===== src/rtl/dmem_pkg.sv =====
// Shared types, default widths and parity helper for the data memory stage.
package dmem_pkg;

  localparam int unsigned DMEM_DATA_W = 8;
  localparam int unsigned DMEM_ADDR_W = 4;

  typedef enum logic [1:0] {
    IDLE,
    ACCESS,
    RESP
  } dmem_state_e;

  // Even parity: the stored bit makes the total count of ones even.
  function automatic logic even_parity(input logic [DMEM_DATA_W-1:0] d);
    return ^d;
  endfunction

endpackage


===== src/rtl/dmem_array.sv =====
// Storage for the data memory stage: one sync write port, one sync read port,
// one sync debug read port and optional clear-on-reset.
module dmem_array #(
  parameter int unsigned WORD_W         = 8,
  parameter int unsigned DBG_W          = 8,
  parameter int unsigned ADDR_W         = 4,
  parameter bit          CLEAR_ON_RESET = 1'b1
) (
  input  logic              clk_i,
  input  logic              rst_i,
  input  logic              we_i,
  input  logic [ADDR_W-1:0] waddr_i,
  input  logic [WORD_W-1:0] wdata_i,
  input  logic              re_i,
  input  logic [ADDR_W-1:0] raddr_i,
  output logic [WORD_W-1:0] rdata_o,
  input  logic [ADDR_W-1:0] dbg_addr_i,
  output logic [DBG_W-1:0]  dbg_data_o
);

  localparam int unsigned DEPTH = 2 ** ADDR_W;

  logic [WORD_W-1:0] mem_q [DEPTH];
  logic [WORD_W-1:0] rdata_q;
  logic [DBG_W-1:0]  dbg_q;

  if (CLEAR_ON_RESET) begin : g_clear
    always_ff @(posedge clk_i) begin
      if (rst_i) begin
        for (int unsigned i = 0; i < DEPTH; i++) begin
          mem_q[i] <= '0;
        end
      end else if (we_i) begin
        mem_q[waddr_i] <= wdata_i;
      end
    end
  end else begin : g_keep
    always_ff @(posedge clk_i) begin
      if (we_i && !rst_i) begin
        mem_q[waddr_i] <= wdata_i;
      end
    end
  end

  // Both read ports sample the array before any same-edge write lands.
  always_ff @(posedge clk_i) begin
    if (rst_i) begin
      rdata_q <= '0;
      dbg_q   <= '0;
    end else begin
      if (re_i) begin
        rdata_q <= mem_q[raddr_i];
      end
      dbg_q <= mem_q[dbg_addr_i][DBG_W-1:0];
    end
  end

  assign rdata_o    = rdata_q;
  assign dbg_data_o = dbg_q;

endmodule


===== src/rtl/data_mem_unit.sv =====
// Data memory stage: valid/ready request -> one ACCESS cycle -> held response.
// Optional per-word even parity is built when DMEM_PARITY_EN is defined.
module data_mem_unit
  import dmem_pkg::*;
#(
  parameter int unsigned DATA_W         = DMEM_DATA_W,
  parameter int unsigned ADDR_W         = DMEM_ADDR_W,
  parameter bit          CLEAR_ON_RESET = 1'b1
) (
  input  logic              clk,
  input  logic              rst,
  input  logic [ADDR_W-1:0] mem_access_addr,
  input  logic [DATA_W-1:0] write_data,
  input  logic              req_valid,
  input  logic              req_write,
  output logic              req_ready,
  output logic              resp_valid,
  input  logic              resp_ready,
  output logic [DATA_W-1:0] read_data,
  output logic              resp_was_write,
  input  logic [ADDR_W-1:0] dbg_addr,
  output logic [DATA_W-1:0] dbg_data,
`ifdef DMEM_PARITY_EN
  input  logic              parity_inject_en,
  output logic              parity_err,
`endif
  output logic [7:0]        wr_count
);

`ifdef DMEM_PARITY_EN
  localparam int unsigned WORD_W = DATA_W + 1;
`else
  localparam int unsigned WORD_W = DATA_W;
`endif

  dmem_state_e       state_q, state_d;
  logic [ADDR_W-1:0] addr_q;
  logic [DATA_W-1:0] wdata_q;
  logic              we_q;
  logic              was_write_q;
  logic [7:0]        wr_count_q;
`ifdef DMEM_PARITY_EN
  logic              inject_q;
`endif

  logic              accept;
  logic              arr_we;
  logic              arr_re;
  logic [WORD_W-1:0] wr_word;
  logic [WORD_W-1:0] rd_word;

  always_ff @(posedge clk) begin
    if (rst) begin
      state_q <= IDLE;
    end else begin
      state_q <= state_d;
    end
  end

  // Reset wins over the ACCESS write so an interrupted write never lands.
  always_comb begin
    state_d    = state_q;
    req_ready  = 1'b0;
    resp_valid = 1'b0;
    accept     = 1'b0;
    arr_we     = 1'b0;
    arr_re     = 1'b0;
    case (state_q)
      IDLE: begin
        req_ready = !rst;
        if (req_valid && !rst) begin
          accept  = 1'b1;
          state_d = ACCESS;
        end
      end
      ACCESS: begin
        arr_we  = we_q && !rst;
        arr_re  = !we_q;
        state_d = RESP;
      end
      RESP: begin
        resp_valid = 1'b1;
        if (resp_ready) begin
          state_d = IDLE;
        end
      end
      default: state_d = IDLE;
    endcase
  end

  always_ff @(posedge clk) begin
    if (rst) begin
      addr_q      <= '0;
      wdata_q     <= '0;
      we_q        <= 1'b0;
      was_write_q <= 1'b0;
      wr_count_q  <= '0;
`ifdef DMEM_PARITY_EN
      inject_q    <= 1'b0;
`endif
    end else begin
      if (accept) begin
        addr_q   <= mem_access_addr;
        wdata_q  <= write_data;
        we_q     <= req_write;
`ifdef DMEM_PARITY_EN
        inject_q <= parity_inject_en;
`endif
      end
      if (state_q == ACCESS) begin
        was_write_q <= we_q;
        if (we_q) begin
          wr_count_q <= wr_count_q + 8'd1;
        end
      end
    end
  end

`ifdef DMEM_PARITY_EN
  assign wr_word = {even_parity(wdata_q) ^ inject_q, wdata_q};
`else
  assign wr_word = wdata_q;
`endif

  dmem_array #(
    .WORD_W        (WORD_W),
    .DBG_W         (DATA_W),
    .ADDR_W        (ADDR_W),
    .CLEAR_ON_RESET(CLEAR_ON_RESET)
  ) u_array (
    .clk_i     (clk),
    .rst_i     (rst),
    .we_i      (arr_we),
    .waddr_i   (addr_q),
    .wdata_i   (wr_word),
    .re_i      (arr_re),
    .raddr_i   (addr_q),
    .rdata_o   (rd_word),
    .dbg_addr_i(dbg_addr),
    .dbg_data_o(dbg_data)
  );

  // The read register is not updated on writes; masking gives the 0 response.
  assign read_data      = was_write_q ? '0 : rd_word[DATA_W-1:0];
  assign resp_was_write = was_write_q;
  assign wr_count       = wr_count_q;

`ifdef DMEM_PARITY_EN
  assign parity_err = resp_valid && !was_write_q &&
                      (even_parity(rd_word[DATA_W-1:0]) != rd_word[DATA_W]);
`endif

endmodule


===== config.mk =====
export PLATFORM = sky130hd
export DESIGN_NAME = data_mem_unit
export DESIGN_NICKNAME = d
export VERILOG_FILES = /design/src/rtl/dmem_pkg.sv /design/src/rtl/dmem_array.sv /design/src/rtl/data_mem_unit.sv
export SDC_FILE = /design/constraint.sdc
export NUM_CORES = 1
export LEC_CHECK = 0
export ABC_AREA = 0
export CORE_MARGIN = 2
export CORE_UTILIZATION = 54
export DETAILED_ROUTE_END_ITERATION = 12
export PLACE_DENSITY = 0.84
export SKIP_CTS_REPAIR_TIMING = 1
export SYNTH_ARGS = -nofsm -noshare
export SYNTH_HDL_FRONTEND = slang
export SYNTH_SLANG_ARGS = --single-unit

===== constraint.sdc =====
create_clock -name clk -period 1.7 [get_ports clk]
set_input_delay 0.34 -clock clk [delete_from_list [all_inputs] [get_ports clk]]
set_output_delay 0.34 -clock clk [all_outputs]
set_load 0.01 [all_outputs]

==> reports/metrics.csv <==
stage,metric,value,unit
pwr,total power,9.388,mW
global_routing,GRT Overall Usage,27.72,%
die,Die H,131.0,um
pwr,switching share of total power,22.98,%
synthesis,ys async rst share,0,%
cells_and_area,Syn-to-layout area delta,19.01,%
cells_and_area,fin area,10370,um2
cells_and_area,Antenna Cells,0,
placed_design,GPL Wtd Cong,0.9680,
global_routing,Overflow after GRT,0,
timing,"Slew Viols, Final",0,
global_routing,first-pass GRT wire length,33450,um
die,Initial Utilization,55.04,%
pwr,Logic pwr share,9.9,%
cells_and_area,area of the multi-input gates,3849,um2
synthesis,Mapped Cells,609,
synthesis,cell taking the most area after synthesis,edfxtp_1,
run,Max-Cap Viols,0,
hold_path,min-delay worst type,input port to flop,
synthesis,most frequent cell after synthesis,and2_1,
timing,RSZ-0062 raised after global routing,true,
synthesis,sequential-to-total area share from yosys stat,53.31,%
synthesis,Most used DFF post-synth,edfxtp_1,
cts,CTS Buf Count,17,
synthesis,Netlist cell types,49,
detailed_routing,Via Count,5732,
timing,final worst setup slack,-18.58,ps
setup_path,"critical path, cell by cell","buf_12, mux4_2, a22oi_2, a41oi_2",
synthesis,Avg Synthesized Cell Area,14.31,um2
timing,Final Setup Violations,1,
synthesis,multiplexer share of the synthesized area,18.50,%
global_routing,largest net degree at the start of global routing,34,
cells_and_area,Layout Nets,700,
cells_and_area,Fillers,1054,
global_routing,initial antenna violation count,0,
synthesis,share of the synthesized area in the top cell type,44.12,%
global_routing,number of global-route vias before repair,5703,
pwr,Clk network pwr share,40.1,%
setup_path,CP max stage delay,520,ps
synthesis,Post-Synth Simple-Gate Area,19.14,%
synthesis,Synth Net Count,631,
synthesis,synthesis-stage register bit count,168,
pwr,pwr/cell area,905.4,nW/um2
synthesis,xor and xnor area share after synthesis,0.2011,%
setup_path,CP Launch Type,flop,
pwr,Pleak,3.985,nW
pwr,Net Sw Power,2.157,mW
setup_path,Critical Path End Type,flop,
timing,Final Hold Viols,0,
pwr,Seq pwr share,50.0,%
detailed_routing,post-DR wirelength/cell,25.04,um
placed_design,DP HPWL,15420,um
synthesis,Synthesis Warnings,0,
setup_path,"Req. time, crit path",1990,ps
setup_path,crit path DAT,2010,ps
cts,worst-case clock buffer depth,2,
cells_and_area,register area,4654,um2
timing,actual slew at the worst max-slew pin,682.9,ps
timing,clock skew,12.57,ps
die,core footprint,15830,um2
die,Ports,48,
synthesis,Post-synth EDFFs,128,
cts,H-tree level count,4,
placed_design,area post-placement,9629,um2
cells_and_area,share of cells above drive strength 1,30.68,%
die,Die ar.,17160,um2
synthesis,netlist area before placement,8712,um2
detailed_routing,Vias/cell,6.320,
cts,CTS tree,done,
synthesis,Synth area leaders,"edfxtp_1 (44%), mux4_2 (14%), and2_1 (9.3%)",
setup_path,Critical path buffers and inverters,1,
timing,Slew HR,54.41,%
synthesis,post-synthesis compound-gate area fraction,5.386,%
pwr,Int Power,7.231,mW
detailed_routing,drt pass-1 iters,5,
setup_path,CP top delay family,multiplexers,
run_status,outcome,"complete, but fails checks",
die,Die Wd,131.0,um
synthesis,Synth Area in Adders,0.1436,%
die,num rows,46,
synthesis,largest family of logic cells by synthesized area,simple AND/OR/NAND/NOR gates,
setup_path,CP max-delay cell,mux4_2,
timing,crit path time final,1719,ps
cts,CTS sink cnt,168,
cts,clk root buf,clkbuf_16,
cts,clk_lat worst skew,440,ps
placed_design,PortBufs,47,
detailed_routing,Remaining DRCs,0,
detailed_routing,"wirelength, routed",22710,um
cts,Worst-path clk slew,60,ps
detailed_routing,Final ANT Viol Nets,0,
setup_path,Crit Path Class,flop to flop,
detailed_routing,drt initial violations,723,
run_status,failing checks,setup timing,
setup_path,critical-path maximum fanout,10,
pwr,VDD IR-drop max,0.7357,mV
synthesis,Post-synth top cells,"and2_1 (129), edfxtp_1 (128), mux4_2 (56), dfxtp_1 (40), nand2_1 (28)",
timing,f_max,0.5819,GHz
timing,Tcrit/Tclk final,101.1,%
flip-flops by register name, summed over array words and instances, names as in the netlist:
signal	flops
addr_q	4
resp_was_write	1
state_q	2
u_array.dbg_data_o	8
u_array.mem_q	128
u_array.rdata_o	8
wdata_q	8
we_q	1
wr_count	8
placed cells by master (no fill, tap or decap), drive strengths merged, types with 4 or more instances in the layout:
| cell | netlist | layout |
|---|---|---|
| a41oi | 8 | 8 |
| nor2b | 9 | 9 |
| and2 | 129 | 129 |
| a22oi | 16 | 16 |
| clkdlybuf4s50 | 0 | 26 |
| nand2 | 37 | 37 |
| o21bai | 8 | 8 |
| inv | 4 | 4 |
| mux2 | 16 | 16 |
| mux2i | 17 | 17 |
| dlymetal6s2s | 0 | 19 |
| buf | 28 | 48 |
| o31ai | 4 | 4 |
| dfxtp | 40 | 40 |
| mux4 | 56 | 56 |
| nand2b | 4 | 4 |
| or4 | 4 | 4 |
| o22ai | 8 | 8 |
| clkinv | 1 | 6 |
| edfxtp | 128 | 128 |
| a21oi | 20 | 20 |
| or2 | 18 | 18 |
| clkbuf | 16 | 25 |
| nor4 | 16 | 16 |
| nor2 | 4 | 4 |
layout make-up:
class                      instances  share of cell area, %
clock buffer                      24                  4.863
clock inverter                     8                 0.6758
inverter                           5                 0.2534
multi-input combinational        392                  37.12
sequential                       168                  44.89
tap                              216                  2.606
timing repair buffer              94                  9.593
final timing paths:
kind | to | startpoint | slack (ps) | cells past startpoint
max | u_array.rdata_o[7] | addr_q[1] | -20 | 4
min | wdata_q[1] | rst | 330 | 3
max reg2reg | u_array.rdata_o[7] | addr_q[1] | -20 | 4
min reg2reg | wdata_q[3] | wdata_q[3] | 470 | 2
worst min-delay path, delay by kind of cell:
family                 cells  cell delay, ps
buffers and inverters      2             330
AO/OA/AOI/OAI              1              40
power groups by stage:
stage	Clock, mW	Combinational (mW)	Sequential, mW
CTS	3.77	0.906	4.69
finish	3.76	0.930	4.69
floorplan	0	0.598	4.70
global placement	0	0.869	4.76
global route	3.93	0.977	4.71
detailed placement	0	0.898	4.77
through the flow:
| stage | setup TNS (ps) | util (%) | worst slack [ps] | hold WS (ps) | instances |
|---|---|---|---|---|---|
| final | -18.58 | 65.51 | -18.58 | 328.9 | 907 |
| after global routing | -191.0 | 65.51 | -37.07 | 344.2 | 907 |
| after CTS | -7878 | 64.47 | -349.0 | 316.8 | 901 |
| after detailed placement | -9659 | 60.84 | -213.3 | 460.9 | 869 |
| after global placement | -5280 | 60.84 | -154.9 | 456.8 | 869 |
| after floorplan | 0 | - | 10.45 | 466.9 | 609 |
routing by layer:
metal | global-route usage (%) | wire (um) | vias to the layer above
li1 | - | - | 2452
met1 | 35.09 | 8131 | 2857
met2 | 45.60 | 11390 | 348
met3 | 5.415 | 2136 | 75
met4 | 14.58 | 1054 | 0
met5 | 0 | 0 | -
cells by family (layout without fill, tap and decap cells):
logic type | after synthesis | after routing
compound gates | 65 | 65
xor+xnor | 2 | 2
fa+ha+maj | 1 | 1
buf+inv | 49 | 131
flops | 168 | 168
mux | 89 | 89
simple gates | 235 | 235
Note: power is estimated with default switching activity, not from simulation.
